File: config.mk
export PLATFORM = sky130hd
export DESIGN_NAME = multicycle_controller_flat
export DESIGN_NICKNAME = d
export VERILOG_FILES = /design/src/rtl/arm_control_pkg.sv /design/src/rtl/multicycle_controller_if.sv /design/src/rtl/condition_check.sv /design/src/rtl/multicycle_controller.sv /design/src/flat_wrapper.sv
export SDC_FILE = /design/constraint.sdc
export NUM_CORES = 1
export LEC_CHECK = 0
export CORE_UTILIZATION = 36
export DETAILED_ROUTE_END_ITERATION = 8
export PLACE_DENSITY = 0.84
export SYNTH_ARGS = -nofsm -noshare
export SYNTH_HDL_FRONTEND = slang
export SYNTH_SLANG_ARGS = --single-unit
File: constraint.sdc
create_clock -name clock -period 2.1 [get_ports clock]
set_input_delay 0.21 -clock clock [delete_from_list [all_inputs] [get_ports clock]]
set_output_delay 0.21 -clock clock [all_outputs]
set_load 0.01 [all_outputs]
File: src/rtl/arm_control_pkg.sv
// arm_control_pkg
// Shared definitions for the multicycle Armv4 control unit: the controller
// state enum, datapath select encodings, data-processing opcodes, condition
// codes and the condition evaluation helper.
// No ports (package).

package arm_control_pkg;

    typedef enum logic [3:0] {
        S_FETCH    = 4'd0,
        S_DECODE   = 4'd1,
        S_MEMADR   = 4'd2,
        S_MEMREAD  = 4'd3,
        S_MEMWB    = 4'd4,
        S_MEMWRITE = 4'd5,
        S_EXECUTER = 4'd6,
        S_EXECUTEI = 4'd7,
        S_ALUWB    = 4'd8,
        S_BRANCH   = 4'd9,
        S_LINK     = 4'd10
    } control_state_t;

    // ALU_control encodings
    localparam logic [1:0] ALU_ADD = 2'b00;
    localparam logic [1:0] ALU_SUB = 2'b01;
    localparam logic [1:0] ALU_AND = 2'b10;
    localparam logic [1:0] ALU_ORR = 2'b11;

    // ALU_source_b encodings
    localparam logic [1:0] SRCB_REG  = 2'b00;
    localparam logic [1:0] SRCB_IMM  = 2'b01;
    localparam logic [1:0] SRCB_FOUR = 2'b10;
    localparam logic [1:0] SRCB_ZERO = 2'b11;

    // result_source encodings
    localparam logic [1:0] RES_ALUOUT = 2'b00;
    localparam logic [1:0] RES_DATA   = 2'b01;
    localparam logic [1:0] RES_ALU    = 2'b10;

    // Instruction class (instruction[27:26])
    localparam logic [1:0] OP_DP     = 2'b00;
    localparam logic [1:0] OP_MEM    = 2'b01;
    localparam logic [1:0] OP_BRANCH = 2'b10;

    // Data-processing opcodes (funct[4:1])
    localparam logic [3:0] DP_AND = 4'b0000;
    localparam logic [3:0] DP_SUB = 4'b0010;
    localparam logic [3:0] DP_ADD = 4'b0100;
    localparam logic [3:0] DP_CMP = 4'b1010;
    localparam logic [3:0] DP_ORR = 4'b1100;

    localparam logic [3:0] REG_PC = 4'd15;

    // Condition codes
    localparam logic [3:0] COND_EQ = 4'b0000;
    localparam logic [3:0] COND_NE = 4'b0001;
    localparam logic [3:0] COND_CS = 4'b0010;
    localparam logic [3:0] COND_CC = 4'b0011;
    localparam logic [3:0] COND_MI = 4'b0100;
    localparam logic [3:0] COND_PL = 4'b0101;
    localparam logic [3:0] COND_VS = 4'b0110;
    localparam logic [3:0] COND_VC = 4'b0111;
    localparam logic [3:0] COND_HI = 4'b1000;
    localparam logic [3:0] COND_LS = 4'b1001;
    localparam logic [3:0] COND_GE = 4'b1010;
    localparam logic [3:0] COND_LT = 4'b1011;
    localparam logic [3:0] COND_GT = 4'b1100;
    localparam logic [3:0] COND_LE = 4'b1101;
    localparam logic [3:0] COND_AL = 4'b1110;

    // Evaluate an Armv4 condition against {N,Z,C,V}. The 1111 space is
    // treated as never-execute.
    function automatic logic cond_holds(input logic [3:0] cond,
                                        input logic [3:0] flags);
        logic n, z, c, v;
        n = flags[3];
        z = flags[2];
        c = flags[1];
        v = flags[0];
        case (cond)
            COND_EQ: cond_holds = z;
            COND_NE: cond_holds = !z;
            COND_CS: cond_holds = c;
            COND_CC: cond_holds = !c;
            COND_MI: cond_holds = n;
            COND_PL: cond_holds = !n;
            COND_VS: cond_holds = v;
            COND_VC: cond_holds = !v;
            COND_HI: cond_holds = c && !z;
            COND_LS: cond_holds = !c || z;
            COND_GE: cond_holds = (n == v);
            COND_LT: cond_holds = (n != v);
            COND_GT: cond_holds = !z && (n == v);
            COND_LE: cond_holds = z || (n != v);
            COND_AL: cond_holds = 1'b1;
            default: cond_holds = 1'b0;
        endcase
    endfunction

endpackage

File: src/rtl/multicycle_controller_if.sv
// multicycle_controller_if
// Bundles the controller <-> datapath signals.
//   master : controller side (reads instruction/ALU_flags, drives strobes)
//   slave  : datapath side
// Signals:
//   instruction[31:0]    IR contents
//   ALU_flags[3:0]       {N,Z,C,V} from the ALU this cycle
//   pc_write, address_source, memory_write, instruction_register_write,
//   register_write, link_write, register_source[1:0], immediate_source[1:0],
//   ALU_source_a, ALU_source_b[1:0], ALU_control[1:0], result_source[1:0]

interface multicycle_controller_if;
    logic [31:0] instruction;
    logic [3:0]  ALU_flags;
    logic        pc_write;
    logic        address_source;
    logic        memory_write;
    logic        instruction_register_write;
    logic        register_write;
    logic        link_write;
    logic [1:0]  register_source;
    logic [1:0]  immediate_source;
    logic        ALU_source_a;
    logic [1:0]  ALU_source_b;
    logic [1:0]  ALU_control;
    logic [1:0]  result_source;

    modport master (
        input  instruction, ALU_flags,
        output pc_write, address_source, memory_write,
               instruction_register_write, register_write, link_write,
               register_source, immediate_source, ALU_source_a,
               ALU_source_b, ALU_control, result_source
    );

    modport slave (
        output instruction, ALU_flags,
        input  pc_write, address_source, memory_write,
               instruction_register_write, register_write, link_write,
               register_source, immediate_source, ALU_source_a,
               ALU_source_b, ALU_control, result_source
    );
endinterface

File: src/rtl/condition_check.sv
// condition_check
// Holds the NZCV flags register and evaluates the instruction condition
// against the stored flags.
// Ports:
//   clock, reset       rising-edge clock, async active-high reset
//   cond_i[3:0]        instruction condition field
//   alu_flags_i[3:0]   {N,Z,C,V} from the ALU this cycle
//   nz_write_i         request to update N and Z at this edge
//   cv_write_i         request to update C and V at this edge
//   condition_o        condition passes on the stored flags

module condition_check
    import arm_control_pkg::*;
(
    input  logic       clock,
    input  logic       reset,
    input  logic [3:0] cond_i,
    input  logic [3:0] alu_flags_i,
    input  logic       nz_write_i,
    input  logic       cv_write_i,
    output logic       condition_o
);

    logic [3:0] flags_q;
    logic [3:0] flags_d;

    assign condition_o = cond_holds(cond_i, flags_q);

    // A flag-setting instruction whose own condition fails leaves flags alone.
    always_comb begin
        flags_d = flags_q;
        if (nz_write_i && condition_o) begin
            flags_d[3:2] = alu_flags_i[3:2];
        end
        if (cv_write_i && condition_o) begin
            flags_d[1:0] = alu_flags_i[1:0];
        end
    end

    always_ff @(posedge clock or posedge reset) begin
        if (reset) begin
            flags_q <= 4'b0000;
        end else begin
            flags_q <= flags_d;
        end
    end

endmodule

File: src/rtl/multicycle_controller.sv
// multicycle_controller
// Sequencing FSM for the multicycle Armv4 core: walks each instruction
// through fetch/decode/execute states and issues the per-state datapath
// strobes, gating architectural writes with the condition check.
// Optional feature macro: BRANCH_LINK_EN (adds the LINK state for BL).
// Ports:
//   clock   rising-edge clock
//   reset   asynchronous active-high reset
//   bus     multicycle_controller_if.master (instruction, ALU_flags in;
//           all control strobes/selects out)
// Outputs are Moore: derived from state, instruction and stored flags only.

module multicycle_controller
    import arm_control_pkg::*;
(
    input  logic                           clock,
    input  logic                           reset,
    multicycle_controller_if.master        bus
);

    logic [3:0] cond;
    logic [1:0] op;
    logic [5:0] funct;
    logic [3:0] rd;
    logic       unused_fields;

    assign cond          = bus.instruction[31:28];
    assign op            = bus.instruction[27:26];
    assign funct         = bus.instruction[25:20];
    assign rd            = bus.instruction[15:12];
    assign unused_fields = ^{bus.instruction[19:16], bus.instruction[11:0]};

    control_state_t state_q;
    control_state_t state_d;

    // Data-processing decode. Unsupported opcodes run as ADD but never
    // write back and never touch the flags.
    logic [1:0] dp_alu;
    logic       dp_wb;
    logic       dp_cmp;
    logic       dp_supported;
    logic       dp_cv;

    always_comb begin
        dp_alu       = ALU_ADD;
        dp_wb        = 1'b0;
        dp_cmp       = 1'b0;
        dp_supported = 1'b1;
        dp_cv        = 1'b1;
        case (funct[4:1])
            DP_ADD: dp_wb = 1'b1;
            DP_SUB: begin
                dp_alu = ALU_SUB;
                dp_wb  = 1'b1;
            end
            DP_AND: begin
                dp_alu = ALU_AND;
                dp_wb  = 1'b1;
                dp_cv  = 1'b0;
            end
            DP_ORR: begin
                dp_alu = ALU_ORR;
                dp_wb  = 1'b1;
                dp_cv  = 1'b0;
            end
            DP_CMP: begin
                dp_alu = ALU_SUB;
                dp_cmp = 1'b1;
            end
            default: begin
                dp_supported = 1'b0;
                dp_cv        = 1'b0;
            end
        endcase
    end

    logic in_execute;
    logic nz_write;
    logic cv_write;
    logic condition;

    assign in_execute = (state_q == S_EXECUTER) || (state_q == S_EXECUTEI);
    assign nz_write   = in_execute && dp_supported && (funct[0] || dp_cmp);
    assign cv_write   = nz_write && dp_cv;

    condition_check u_condition_check (
        .clock       (clock),
        .reset       (reset),
        .cond_i      (cond),
        .alu_flags_i (bus.ALU_flags),
        .nz_write_i  (nz_write),
        .cv_write_i  (cv_write),
        .condition_o (condition)
    );

    // Next-state logic
    always_comb begin
        state_d = S_FETCH;
        case (state_q)
            S_FETCH: state_d = S_DECODE;
            S_DECODE: begin
                case (op)
                    OP_MEM:    state_d = S_MEMADR;
                    OP_DP:     state_d = funct[5] ? S_EXECUTEI : S_EXECUTER;
`ifdef BRANCH_LINK_EN
                    OP_BRANCH: state_d = funct[4] ? S_LINK : S_BRANCH;
`else
                    OP_BRANCH: state_d = S_BRANCH;
`endif
                    default:   state_d = S_FETCH;
                endcase
            end
            S_MEMADR:   state_d = funct[0] ? S_MEMREAD : S_MEMWRITE;
            S_MEMREAD:  state_d = S_MEMWB;
            S_EXECUTER: state_d = S_ALUWB;
            S_EXECUTEI: state_d = S_ALUWB;
`ifdef BRANCH_LINK_EN
            S_LINK:     state_d = S_BRANCH;
`endif
            default:    state_d = S_FETCH;
        endcase
    end

    always_ff @(posedge clock or posedge reset) begin
        if (reset) begin
            state_q <= S_FETCH;
        end else begin
            state_q <= state_d;
        end
    end

    // Output decode
    logic       pcw;
    logic       asrc;
    logic       mw;
    logic       irw;
    logic       rw;
    logic       lw;
    logic [1:0] rsrc;
    logic       srca;
    logic [1:0] srcb;
    logic [1:0] aluc;
    logic [1:0] res;

    always_comb begin
        pcw  = 1'b0;
        asrc = 1'b0;
        mw   = 1'b0;
        irw  = 1'b0;
        rw   = 1'b0;
        lw   = 1'b0;
        rsrc = 2'b00;
        srca = 1'b0;
        srcb = SRCB_REG;
        aluc = ALU_ADD;
        res  = RES_ALUOUT;
        case (state_q)
            S_FETCH: begin
                irw  = 1'b1;
                srca = 1'b1;
                srcb = SRCB_FOUR;
                res  = RES_ALU;
                pcw  = 1'b1;
            end
            S_DECODE: begin
                srca = 1'b1;
                srcb = SRCB_FOUR;
                res  = RES_ALU;
            end
            S_MEMADR: begin
                srcb    = SRCB_IMM;
                rsrc[1] = 1'b1;
            end
            S_MEMREAD: asrc = 1'b1;
            S_MEMWRITE: begin
                asrc    = 1'b1;
                mw      = condition;
                rsrc[1] = 1'b1;
            end
            S_MEMWB: begin
                res = RES_DATA;
                rw  = condition;
                pcw = condition && (rd == REG_PC);
            end
            S_EXECUTER: begin
                srcb = SRCB_REG;
                aluc = dp_alu;
            end
            S_EXECUTEI: begin
                srcb = SRCB_IMM;
                aluc = dp_alu;
            end
            S_ALUWB: begin
                res = RES_ALUOUT;
                rw  = condition && dp_wb;
                pcw = condition && dp_wb && (rd == REG_PC);
            end
            S_BRANCH: begin
                rsrc[0] = 1'b1;
                srcb    = SRCB_IMM;
                res     = RES_ALU;
                pcw     = condition;
            end
`ifdef BRANCH_LINK_EN
            // Writes PC+4 of the branch (current PC register) into R14.
            S_LINK: begin
                srca = 1'b1;
                srcb = SRCB_ZERO;
                res  = RES_ALU;
                lw   = 1'b1;
                rw   = condition;
            end
`endif
            default: ;
        endcase

        // State is already FETCH under async reset; only the strobes need
        // suppressing so nothing architectural moves while reset is held.
        if (reset) begin
            pcw = 1'b0;
            mw  = 1'b0;
            irw = 1'b0;
            rw  = 1'b0;
            lw  = 1'b0;
        end
    end

    assign bus.pc_write                   = pcw;
    assign bus.address_source             = asrc;
    assign bus.memory_write               = mw;
    assign bus.instruction_register_write = irw;
    assign bus.register_write             = rw;
    assign bus.link_write                 = lw;
    assign bus.register_source            = rsrc;
    assign bus.immediate_source           = op;
    assign bus.ALU_source_a               = srca;
    assign bus.ALU_source_b               = srcb;
    assign bus.ALU_control                = aluc;
    assign bus.result_source              = res;

endmodule

File: src/flat_wrapper.sv
// flat-port wrapper written by rule: the top's interface ports become plain ports
module multicycle_controller_flat import arm_control_pkg::*;
  (clock, reset, bus_instruction, bus_ALU_flags, bus_pc_write, bus_address_source, bus_memory_write, bus_instruction_register_write, bus_register_write, bus_link_write, bus_register_source, bus_immediate_source, bus_ALU_source_a, bus_ALU_source_b, bus_ALU_control, bus_result_source);
  multicycle_controller_if bus_i ();
  input  logic clock;
  input  logic reset;
  input wire logic [$bits(bus_i.instruction)-1:0] bus_instruction;
  input wire logic [$bits(bus_i.ALU_flags)-1:0] bus_ALU_flags;
  output wire logic [$bits(bus_i.pc_write)-1:0] bus_pc_write;
  output wire logic [$bits(bus_i.address_source)-1:0] bus_address_source;
  output wire logic [$bits(bus_i.memory_write)-1:0] bus_memory_write;
  output wire logic [$bits(bus_i.instruction_register_write)-1:0] bus_instruction_register_write;
  output wire logic [$bits(bus_i.register_write)-1:0] bus_register_write;
  output wire logic [$bits(bus_i.link_write)-1:0] bus_link_write;
  output wire logic [$bits(bus_i.register_source)-1:0] bus_register_source;
  output wire logic [$bits(bus_i.immediate_source)-1:0] bus_immediate_source;
  output wire logic [$bits(bus_i.ALU_source_a)-1:0] bus_ALU_source_a;
  output wire logic [$bits(bus_i.ALU_source_b)-1:0] bus_ALU_source_b;
  output wire logic [$bits(bus_i.ALU_control)-1:0] bus_ALU_control;
  output wire logic [$bits(bus_i.result_source)-1:0] bus_result_source;
  assign bus_i.instruction = bus_instruction;
  assign bus_i.ALU_flags = bus_ALU_flags;
  assign bus_pc_write = bus_i.pc_write;
  assign bus_address_source = bus_i.address_source;
  assign bus_memory_write = bus_i.memory_write;
  assign bus_instruction_register_write = bus_i.instruction_register_write;
  assign bus_register_write = bus_i.register_write;
  assign bus_link_write = bus_i.link_write;
  assign bus_register_source = bus_i.register_source;
  assign bus_immediate_source = bus_i.immediate_source;
  assign bus_ALU_source_a = bus_i.ALU_source_a;
  assign bus_ALU_source_b = bus_i.ALU_source_b;
  assign bus_ALU_control = bus_i.ALU_control;
  assign bus_result_source = bus_i.result_source;
  multicycle_controller u_core (.clock(clock), .reset(reset), .bus(bus_i));
endmodule
== Word level (Yosys, flattened, before mapping) ==
Index checks and enable logic that the tools add are counted.
Storage, ports and cells
  output and inout port bits: 17
  bits in registers: 8
Cells by class
  muxes and demuxes: 25
  reduce and logical (&&, ||, !) cells: 32
  equal/unequal tests: 32
Operators by type and width (number)
  $eq A4 B4 Y1 const B: 12
  $eq A4 B3 Y1 const B: 9
  $eq A4 B2 Y1 const B: 5
  $pmux W4 S5: 1
  $mux W1: 15
  $pmux W1 S15: 1
  $logic_not A4 Y1: 3
  $pmux W4 S3: 1
  $logic_and A1 B1 Y1: 10
  $reduce_or A2 Y1: 5
  $reduce_or A3 Y1: 3
  $eq A4 B1 Y1 const B: 2
  $pmux W2 S2: 2
  $pmux W2 S3: 1
  $reduce_or A5 Y1: 1
  $logic_not A1 Y1: 4
  $logic_or A1 B1 Y1: 4
  $pmux W1 S4: 1
  $reduce_or A4 Y1: 1
  $mux W3: 1
  $eq A2 B1 Y1 const B: 1
  $eq A2 B2 Y1 const B: 1
  $logic_not A2 Y1: 1
  $mux W2: 1
  3 further kinds: 3

== Longest topological paths before layout ==
Gate-level depths: netlist (run 1).
  word-level depth: 7
  mapped depth: 7

== Cells and area by module ==
A second synthesis (run 1) with hierarchy kept.
Second synthesis, totals
  cell total of the unflattened synthesis: 123
  area total of the unflattened synthesis: 1014.7 sq um
By module, submodules not included
  multicycle_controller: cells an instance 76, area each 555.5 sq um, times used 1, seq. area each 100.1 sq um
  condition_check: cells an instance 47, area each 459.2 sq um, times used 1, seq. area each 100.1 sq um

== Worst setup path before layout (run 1) ==
Ideal clock, no wire load.
  path type: register to output
  start: reg u_core.u_condition_check.flags_q[2]
  end: out bus_register_write
  buffers on the path: 0
  path slack: 0.128 ns
  stages on the path, launching flop included: 7
  required time: 1.890 ns
  data arrival time: 1.762 ns
  cell sequence: dfrtp_1 > or4b_1 > a21boi_1 > a211o_1 > a221oi_2 > or2_1 > nor4_1
On the way
  cells in the longest elaborated chain, start to end: 6
RTL lines
  start, declared: RTL line condition_check.sv:24  | logic [3:0] flags_q;
  start signal, assigned: RTL line condition_check.sv:44  | flags_q <= flags_d;
  $logic_not A1 Y1: RTL line arm_control_pkg.sv:82, arm_control_pkg.sv:89, arm_control_pkg.sv:93
  $logic_and A1 B1 Y1, on equally long branches: RTL line arm_control_pkg.sv:93, arm_control_pkg.sv:89
  $pmux W1 S15 *: RTL line arm_control_pkg.sv:80  | case (cond)
  $logic_and A1 B1 Y1: RTL line multicycle_controller.sv:195  | rw = condition && dp_wb;
  $pmux W1 S2 *: RTL line multicycle_controller.sv:157  | case (state_q)
  $mux W1 *: RTL line multicycle_controller.sv:219  | if (reset) begin
  end, declared: RTL line flat_wrapper.sv:13  | output wire logic [$bits(bus_i.register_write)-1:0] bus_register_write;
Mark *: on every way between the ends. The rest lies on a longest branch, timed or not.

== Worst setup path in the final report (run 1) ==
  start: reg u_core.u_condition_check.flags_q[0]
  end: out bus_register_write
On the way
  cells in the longest elaborated chain, start to end: 6
RTL lines (RTL line)
  $ne A1 B1 Y1 or $eq A1 B1 Y1 (tied branches)
  $logic_or A1 B1 Y1 or $logic_and A1 B1 Y1 (tied branches): arm_control_pkg.sv:94, arm_control_pkg.sv:93
  $pmux W1 S15 *: arm_control_pkg.sv:80
  $logic_and A1 B1 Y1: multicycle_controller.sv:195
  $pmux W1 S2 *: multicycle_controller.sv:157
  $mux W1 *: multicycle_controller.sv:219
Marks and branches as above.

==> reports/qor.txt, run 1 <==
setup_tns -> -0.578 ns
drt initial violations -> 19
Synth Area per Inst -> 7.56 um2
GP Congestion -> 0.866
TritonCTS Sinks -> 8
drt drc -> 0
layout cells sized above 1 -> 25.5%
sequential area share after synthesis -> 23.4%
placed cell count -> 183
commonest register cell after synthesis -> dfrtp_1
clock-pin slew on the worst setup and hold paths -> 0.05 ns
cell breakdown of the critical path -> xor2_1, or4b_1, nand2_1, a221oi_2, or2_1, buf_6, nor4_2, buf_2
Die H -> 50.7 um
status -> complete, but fails checks
filler cell count -> 209
met1 Usage GRT -> 23.3%
gr usage total -> 20.9%
Critical Path End Type -> output port
# hold bufs at CTS -> 0
worst path arrival time -> 2.11 ns
Synth async-reset ratio -> 100%
first-pass GRT wire length -> 4.15 mm
vias in the first global route -> 981
initial antenna violation count -> 0
critical path's largest stage delay -> 0.47 ns
M2 GR Usage -> 39.6%
Row Count -> 17
Die X -> 50.7 um
syn_nets -> 151
num ports -> 55
worst min path class -> in -> async
WL per Instance -> 12.7 um
Ys Warns -> 0
mapped cell area -> 855 um2
core area -> 0.00223 mm2
CTS H-tree lvls -> 1
# setup viols final -> 5
Hold Fails Final Rpt -> 0
Critical Path RT -> 1.89 ns
TritonCTS clock tree -> built
failing checks -> negative setup slack
vias per cell -> 5.26
post-route ant nets -> 0
Root Driver -> clkbuf_4
fin cells -> 189
P per Cell Area -> 871 mW/mm2
post-synth cell types -> 39
Syn Inst Count -> 113
Nets -> 201
Starting Density -> 38.3%
HPWL Detailed -> 1.81 mm
CP max FO -> 2
placed cell areas -> 0.00132 mm2
Tot Pwr -> 1.24 mW
Area Overhead vs Synth -> 65.9%
Critical-path top delay cell -> or4b_1
#FFs+latches synth -> 8
Final period util -> 110%
Post-Route Skew -> 0.00462 ns
Post-synth EDFFs -> 0
total grt overflow -> 0
design area -> 0.00142 mm2
f_max -> 432 MHz
busiest grt layer -> met2
post-synth top area share -> 23.4%
Final WS setup -> -0.215 ns
CP top delay family -> simple AND/OR/NAND/NOR gates
post-detailed-routing wire length -> 2.40 mm
max-slew violations -> 0
Num CTS Buffers -> 3
RSZ-0062 raised after global routing -> yes
Clock Tree Buf Depth -> 2
Max Cap Viol -> 0
I/O Buffers -> 37
largest net degree at the start of global routing -> 15
leading post-synthesis cells by cell area -> dfrtp_1, o21ai_0, nor2_1
DIE AREA -> 0.00257 mm2
Max IR drop VDD -> 0.672 mV
Yosys top cell by area -> dfrtp_1
Buf/Inv on CP -> 2
met3 Use GR -> 4.85%
# diodes -> 0
Worst-Skew Late Latency -> 0.24 ns
leakage -> 0.676 nW
Setup CP Type -> reg -> out
Core Util, Final -> 63.5%
Tmin final -> 2.32 ns
Reg2Reg Setup Slack -> -0.04 ns
startpoint class of the critical path -> flip-flop
DR pass1 iterations -> 4
vias -> 994
## cells in the final DEF (no fill, tap or decap), types with 3 or more instances in the layout
master / instances
dfrtp_1: 5
a21oi_1: 8
o21ai_0: 8
dlygate4sd2_1: 3
nand2b_1: 7
buf_2: 3
dlymetal6s2s_1: 6
buf_4: 15
nand3b_1: 4
nor2b_1: 6
clkbuf_4: 3
buf_6: 3
dfrtp_2: 3
clkdlybuf4s50_1: 25
nor2_1: 12
inv_1: 3
nand2_1: 6
## state kept, by name, summed over array words and instances, names as in the netlist
name,cells
u_core.state_q,4
u_core.u_condition_check.flags_q,4
## where the power goes
part	internal (mW)	switching, mW	leakage, nW
clock	0.0651	0.0476	0.0138
sequential	0.214	0.105	0.103
combinational	0.449	0.355	0.559
total	0.728	0.507	0.676
## through the flow
stage | setup slack [ns] | hold slack (ns)
floorplan | 0.128 | 0.0257
global placement | -0.601 | 0.528
detailed placement | -0.594 | 0.520
CTS | -0.273 | 0.257
global route | -0.305 | 0.298
finish | -0.215 | 0.272
## final cells by class
cell class / count / area (um2) / area share, %
timing repair buffer: 55 / 513 / 36.2
inverter: 3 / 11.3 / 0.794
clock buffer: 3 / 22.5 / 1.59
multi-input combinational: 92 / 632 / 44.6
sequential: 8 / 204 / 14.4
tap: 28 / 35.0 / 2.47
## layer usage
metal / up-vias / routed length, um / share of wire, %
met3: 2 / 114 / 4.8
met4: 0 / 21 / 0.88
met2: 33 / 1250 / 52
met5: - / 0 / 0
met1: 470 / 1010 / 42
li1: 489 / - / -
## what timing repair did
action	CTS	global route
buffers inserted	4	0
endpoints found under the setup margin	10	14
resized for setup	22	14
gates cloned	0	0
pin swaps	6	6
## synth_stat cells, drive strengths merged (2+ instances only)
cell    count
nor2b       7
nor2       12
or4b        2
a21oi       8
nand3b      4
dfrtp       8
nor4        3
o21ai       9
xor2        3
a22oi       2
or2         2
inv         3
nor3        3
clkbuf      6
nand2       6
nor3b       2
nand2b      7
mux2        4
buf         4
xnor2       2
## path summary, 6_finish.rpt
kind / start / to / cells after the start
worst min register to register: u_core.state_q[3]$_DFF_PP0_ / u_core.state_q[3]$_DFF_PP0_ / 1
worst max register to register: u_core.u_condition_check.flags_q[0]$_DFFE_PP0P_ / u_core.u_condition_check.flags_q[1]$_DFFE_PP0P_ / 7
worst min-delay path: reset / u_core.state_q[0]$_DFF_PP0_ / 2
min in group clock: u_core.state_q[3]$_DFF_PP0_ / u_core.state_q[3]$_DFF_PP0_ / 1
max in group asynchronous: reset / u_core.state_q[1]$_DFF_PP0_ / 2
worst max-delay path: u_core.u_condition_check.flags_q[0]$_DFFE_PP0P_ / bus_register_write / 8
## kinds of logic after synthesis
family | synth area share (%)
compound gates | 19.8
xor+xnor | 5.13
buf+inv | 7.03
flops | 23.4
mux | 7.32
other cells | 0.439
simple gates | 36.9
Power figures use the tool's default switching activity.
==> run 2: changes to the inputs <==
Settings changed: ABC_AREA set to 1.
==> reports/qor.txt, run 2 <==
Syn Inst Count -> 149
largest net degree at the start of global routing -> 10
most common cell after layout, fill and taps aside -> nand2_1
mapped cell area -> 857 um2
biggest regs -> u_core.state_q: 4 flops, u_core.u_condition_check.flags_q: 4 flops
post-detailed-routing wire length -> 2.31 mm
core area -> 0.00223 mm2
Core Util, Final -> 58.7%
GP Congestion -> 0.854
vias in the first global route -> 920
sequential area share after synthesis -> 23.4%
CP max FO -> 4
syn_nets -> 187
placed cell areas -> 0.00128 mm2
Row Count -> 17
total grt overflow -> 0
Post-Route Skew -> 0.00565 ns
Post-synth top cells -> nand2_1, inv_1, nand3_1
gr usage total -> 19.1%
Yosys top cell by area -> dfrtp_1
Final WS setup -> 0.0744 ns
Nets -> 231
CTS H-tree lvls -> 1
leakage -> 0.708 nW
layout cells sized above 1 -> 13.1%
RSZ-0062 raised after global routing -> yes
Critical Path End Type -> output port
Resized Gates After CTS -> 12
Setup CP Type -> reg -> out
post-synth cell types -> 27
design area -> 0.00131 mm2
f_max -> 494 MHz
P per Cell Area -> 798 mW/mm2
DIE AREA -> 0.00258 mm2
TritonCTS Sinks -> 8
num ports -> 55
vias per cell -> 4.86
Tmin final -> 2.03 ns
worst min path class -> in -> async
Area Overhead vs Synth -> 53.0%
Worst-Skew Late Latency -> 0.26 ns
Tot Pwr -> 1.05 mW
Starting Density -> 38.4%
fin cells -> 219
worst-case reg-to-reg path depth -> 8
drt drc -> 0
startpoint class of the critical path -> flip-flop
clock-pin slew on the worst setup and hold paths -> 0.06 ns
initial antenna violation count -> 0
I/O Buffers -> 37
Hold Fails Final Rpt -> 0
vias -> 1064
# hold bufs at CTS -> 0
Ys Warns -> 0
Clock Tree Buf Depth -> 2
commonest register cell after synthesis -> dfrtp_1
leading post-synthesis cells by cell area -> dfrtp_1, nand2_1, nand3_1
Hold Slack -> 0.194 ns
Max IR drop VDD -> 0.538 mV
Die X -> 50.8 um
Max Cap Viol -> 0
post-route ant nets -> 0
status -> complete, no violations
# Post-CTS Setup Buffers -> 0
#FFs+latches synth -> 8
placed cell count -> 216
most frequent cell after synthesis -> nand2_1
WL per Instance -> 10.5 um
Synth Area per Inst -> 5.75 um2
DR pass1 iterations -> 4
Synth async-reset ratio -> 100%
post-synth top area share -> 23.4%
pre-CTS WS -> -0.202 ns
TritonCTS clock tree -> built
# setup viols final -> 0
HPWL Detailed -> 1.93 mm
Num CTS Buffers -> 3
max-slew violations -> 0
setup_tns -> 0 ns
worst path arrival time -> 1.82 ns
first-pass GRT wire length -> 3.73 mm
drt initial violations -> 23
most frequent cells in the layout -> nand2_1, clkdlybuf4s50_1, inv_1, nand3_1, nor2_1
Critical Path RT -> 1.89 ns
Root Driver -> clkbuf_4
Die H -> 50.8 um
# diodes -> 0
Final period util -> 96.5%
Post-synth EDFFs -> 0
## run 2: kinds of logic (layout without fill, tap and decap cells)
family | count (synthesis) | after routing | synth area share, %
AOI/OAI and AO/OA | 13 | 13 | 10.4
buffers and inverters | 32 | 74 | 15.9
DFF | 8 | 8 | 23.4
other | 1 | 1 | 0.438
and+or+nand+nor | 95 | 95 | 49.9
## run 2: path summary, 6_finish.rpt
kind | slack [ns] | end | start
worst max-delay path | 0.07 | bus_ALU_control[0] | u_core.state_q[3]$_DFF_PP0_
worst min-delay path | 0.19 | u_core.state_q[0]$_DFF_PP0_ | reset
worst max register to register | 0.61 | u_core.u_condition_check.flags_q[1]$_DFFE_PP0P_ | u_core.state_q[3]$_DFF_PP0_
worst min register to register | 0.51 | u_core.u_condition_check.flags_q[1]$_DFFE_PP0P_ | u_core.u_condition_check.flags_q[1]$_DFFE_PP0P_
max in group asynchronous | 1.54 | u_core.u_condition_check.flags_q[3]$_DFFE_PP0P_ | reset
min in group clock | 0.51 | u_core.u_condition_check.flags_q[1]$_DFFE_PP0P_ | u_core.u_condition_check.flags_q[1]$_DFFE_PP0P_
## run 2: per-layer routing
layer / global-route usage [%] / part of all wire (%) / vias up
met4: 9.26 / 1.9 / 0
li1: - / - / 548
met5: 0 / 0 / -
met3: 2.12 / 6.2 / 5
met1: 22.7 / 42 / 468
met2: 33.8 / 50 / 43
## run 2: worst max-delay path: stages (launching register included)
cell             delay (ns)
dfrtp_1                0.43
nor2_2                 0.18
inv_1                  0.10
nor2_1                 0.18
o21a_1                 0.15
clkdlybuf4s50_1        0.53
## run 2: area by class of cell
type	instances	area, um2
well taps	28	35.0
inverters	27	101
multi-input cells	109	537
repair buffers	44	415
fillers	218	922
clock buffers	3	22.5
flip-flops and latches	8	200
## run 2: report_power, final
| part | internal, mW | switching (mW) |
|---|---|---|
| Combinational | 0.327 | 0.340 |
| Sequential | 0.199 | 0.0613 |
| Clock | 0.0654 | 0.0528 |
==> run 3: changes to the inputs <==
Settings changed: CORE_MARGIN set to 2, GPL_TIMING_DRIVEN set to 0.
==> reports/qor.txt, run 3 (synthesized netlist as in run 2, its figures left out) <==
M2 GR Usage -> 31.5%
Worst-Skew Late Latency -> 0.26 ns
max-slew violations -> 0
setup_tns -> 0 ns
f_max -> 500 MHz
Starting Density -> 38.4%
busiest grt layer -> met2
pre-CTS WS -> -0.237 ns
GP Congestion -> 0.840
gr usage total -> 18.3%
initial antenna violation count -> 0
Post-Route Skew -> 0.00521 ns
TritonCTS Sinks -> 8
fin cells -> 218
worst min path class -> in -> async
Critical Path End Type -> output port
startpoint class of the critical path -> flip-flop
status -> complete, no violations
total grt overflow -> 0
most frequent cells in the layout -> nand2_1, clkdlybuf4s50_1, inv_1, nand3_1, nor2_1
DR pass1 iterations -> 4
# setup viols final -> 0
Tmin final -> 2.00 ns
post-route ant nets -> 0
met1 Usage GRT -> 23.3%
biggest regs -> u_core.state_q: 4 flops, u_core.u_condition_check.flags_q: 4 flops
placed cell areas -> 0.00125 mm2
DIE AREA -> 0.00279 mm2
post-detailed-routing wire length -> 2.30 mm
vias -> 1057
HPWL Detailed -> 1.91 mm
Max IR drop VDD -> 0.480 mV
most common cell after layout, fill and taps aside -> nand2_1
num ports -> 55
CTS H-tree lvls -> 1
worst path arrival time -> 1.79 ns
core area -> 0.00223 mm2
Setup CP Type -> reg -> out
P per Cell Area -> 805 mW/mm2
filler cell count -> 238
Root Driver -> clkbuf_4
Max Cap Viol -> 0
I/O Buffers -> 36
layout cells sized above 1 -> 13.7%
Num CTS Buffers -> 3
leakage -> 0.700 nW
Tot Pwr -> 1.04 mW
multi-input logic area -> 534 um2
TritonCTS clock tree -> built
RSZ-0062 raised after global routing -> yes
Nets -> 230
drt initial violations -> 37
design area -> 0.00130 mm2
Seq. cell area -> 200 um2
Hold Slack -> 0.236 ns
Core Util, Final -> 58.1%
Critical Path RT -> 1.89 ns
vias per cell -> 4.85
largest net degree at the start of global routing -> 13
Final WS setup -> 0.101 ns
placed cell count -> 213
drt drc -> 0
met3 Use GR -> 2.00%
Die H -> 52.8 um
vias in the first global route -> 952
Final period util -> 95.2%
clock-pin slew on the worst setup and hold paths -> 0.06 ns
# hold bufs at CTS -> 0
# diodes -> 0
first-pass GRT wire length -> 3.85 mm
CP max FO -> 4
Die X -> 52.8 um
Area Overhead vs Synth -> 51.4%
Hold Fails Final Rpt -> 0
Row Count -> 17
Clock Tree Buf Depth -> 2
WL per Instance -> 10.6 um
==> run 3: changes by cell type in the layout (fill, tap and decap cells not counted) <==
cell	change
clkdlybuf4s50_1	-1
nor2_4	-1
buf_2	+1
buf_4	-1
nor2_2	+2
nor2_1	-1
dlygate4sd2_1	-1
clkdlybuf4s15_1	+1
==> run 3: where the power goes <==
part           leakage (nW)  switching, mW  internal (mW)
Combinational         0.579          0.355          0.329
Clock                0.0138         0.0549         0.0656
Sequential            0.107         0.0415          0.199
==> run 3: worst paths after layout <==
kind	startpoint	slack, ns	depth (start not counted)	to
max	u_core.state_q[3]$_DFF_PP0_	0.10	6	bus_instruction_register_write
min in group clock	u_core.u_condition_check.flags_q[1]$_DFFE_PP0P_	0.51	2	u_core.u_condition_check.flags_q[1]$_DFFE_PP0P_
max reg2reg	u_core.state_q[3]$_DFF_PP0_	0.67	8	u_core.u_condition_check.flags_q[0]$_DFFE_PP0P_
max in group asynchronous	reset	1.58	2	u_core.u_condition_check.flags_q[1]$_DFFE_PP0P_
min reg2reg	u_core.u_condition_check.flags_q[1]$_DFFE_PP0P_	0.51	2	u_core.u_condition_check.flags_q[1]$_DFFE_PP0P_
min	reset	0.24	2	u_core.state_q[0]$_DFF_PP0_
==> run 3: cell type report <==
| cell class | count | area share, % |
|---|---|---|
| multi-input combinational | 109 | 41.2 |
| buffer | 5 | 2.70 |
| tap | 28 | 2.70 |
| sequential | 8 | 15.4 |
| inverter | 27 | 7.81 |
| clock buffer | 3 | 1.74 |
| timing repair buffer | 38 | 28.4 |
==> run 3: per-layer routing <==
layer / up-vias / share of wire, %
met4: 0 / 1.4
met5: - / 0
li1: 544 / -
met3: 4 / 7.1
met1: 468 / 43
met2: 41 / 48
==> run 3: worst max-delay path: stages, from the launching register on <==
cell,delay (ns)
dfrtp_1,0.42
nor2_2,0.19
inv_1,0.10
nor3_1,0.14
nand2_1,0.09
inv_1,0.06
clkdlybuf4s50_1,0.52
==> run 3: what timing repair did <==
| action | CTS | global route |
|---|---|---|
| gates cloned | 0 | 0 |
| resized for setup | 12 | 4 |
| pin swaps | 1 | 0 |
| endpoints found under the setup margin | 3 | 4 |
| setup buffers | 2 | 0 |
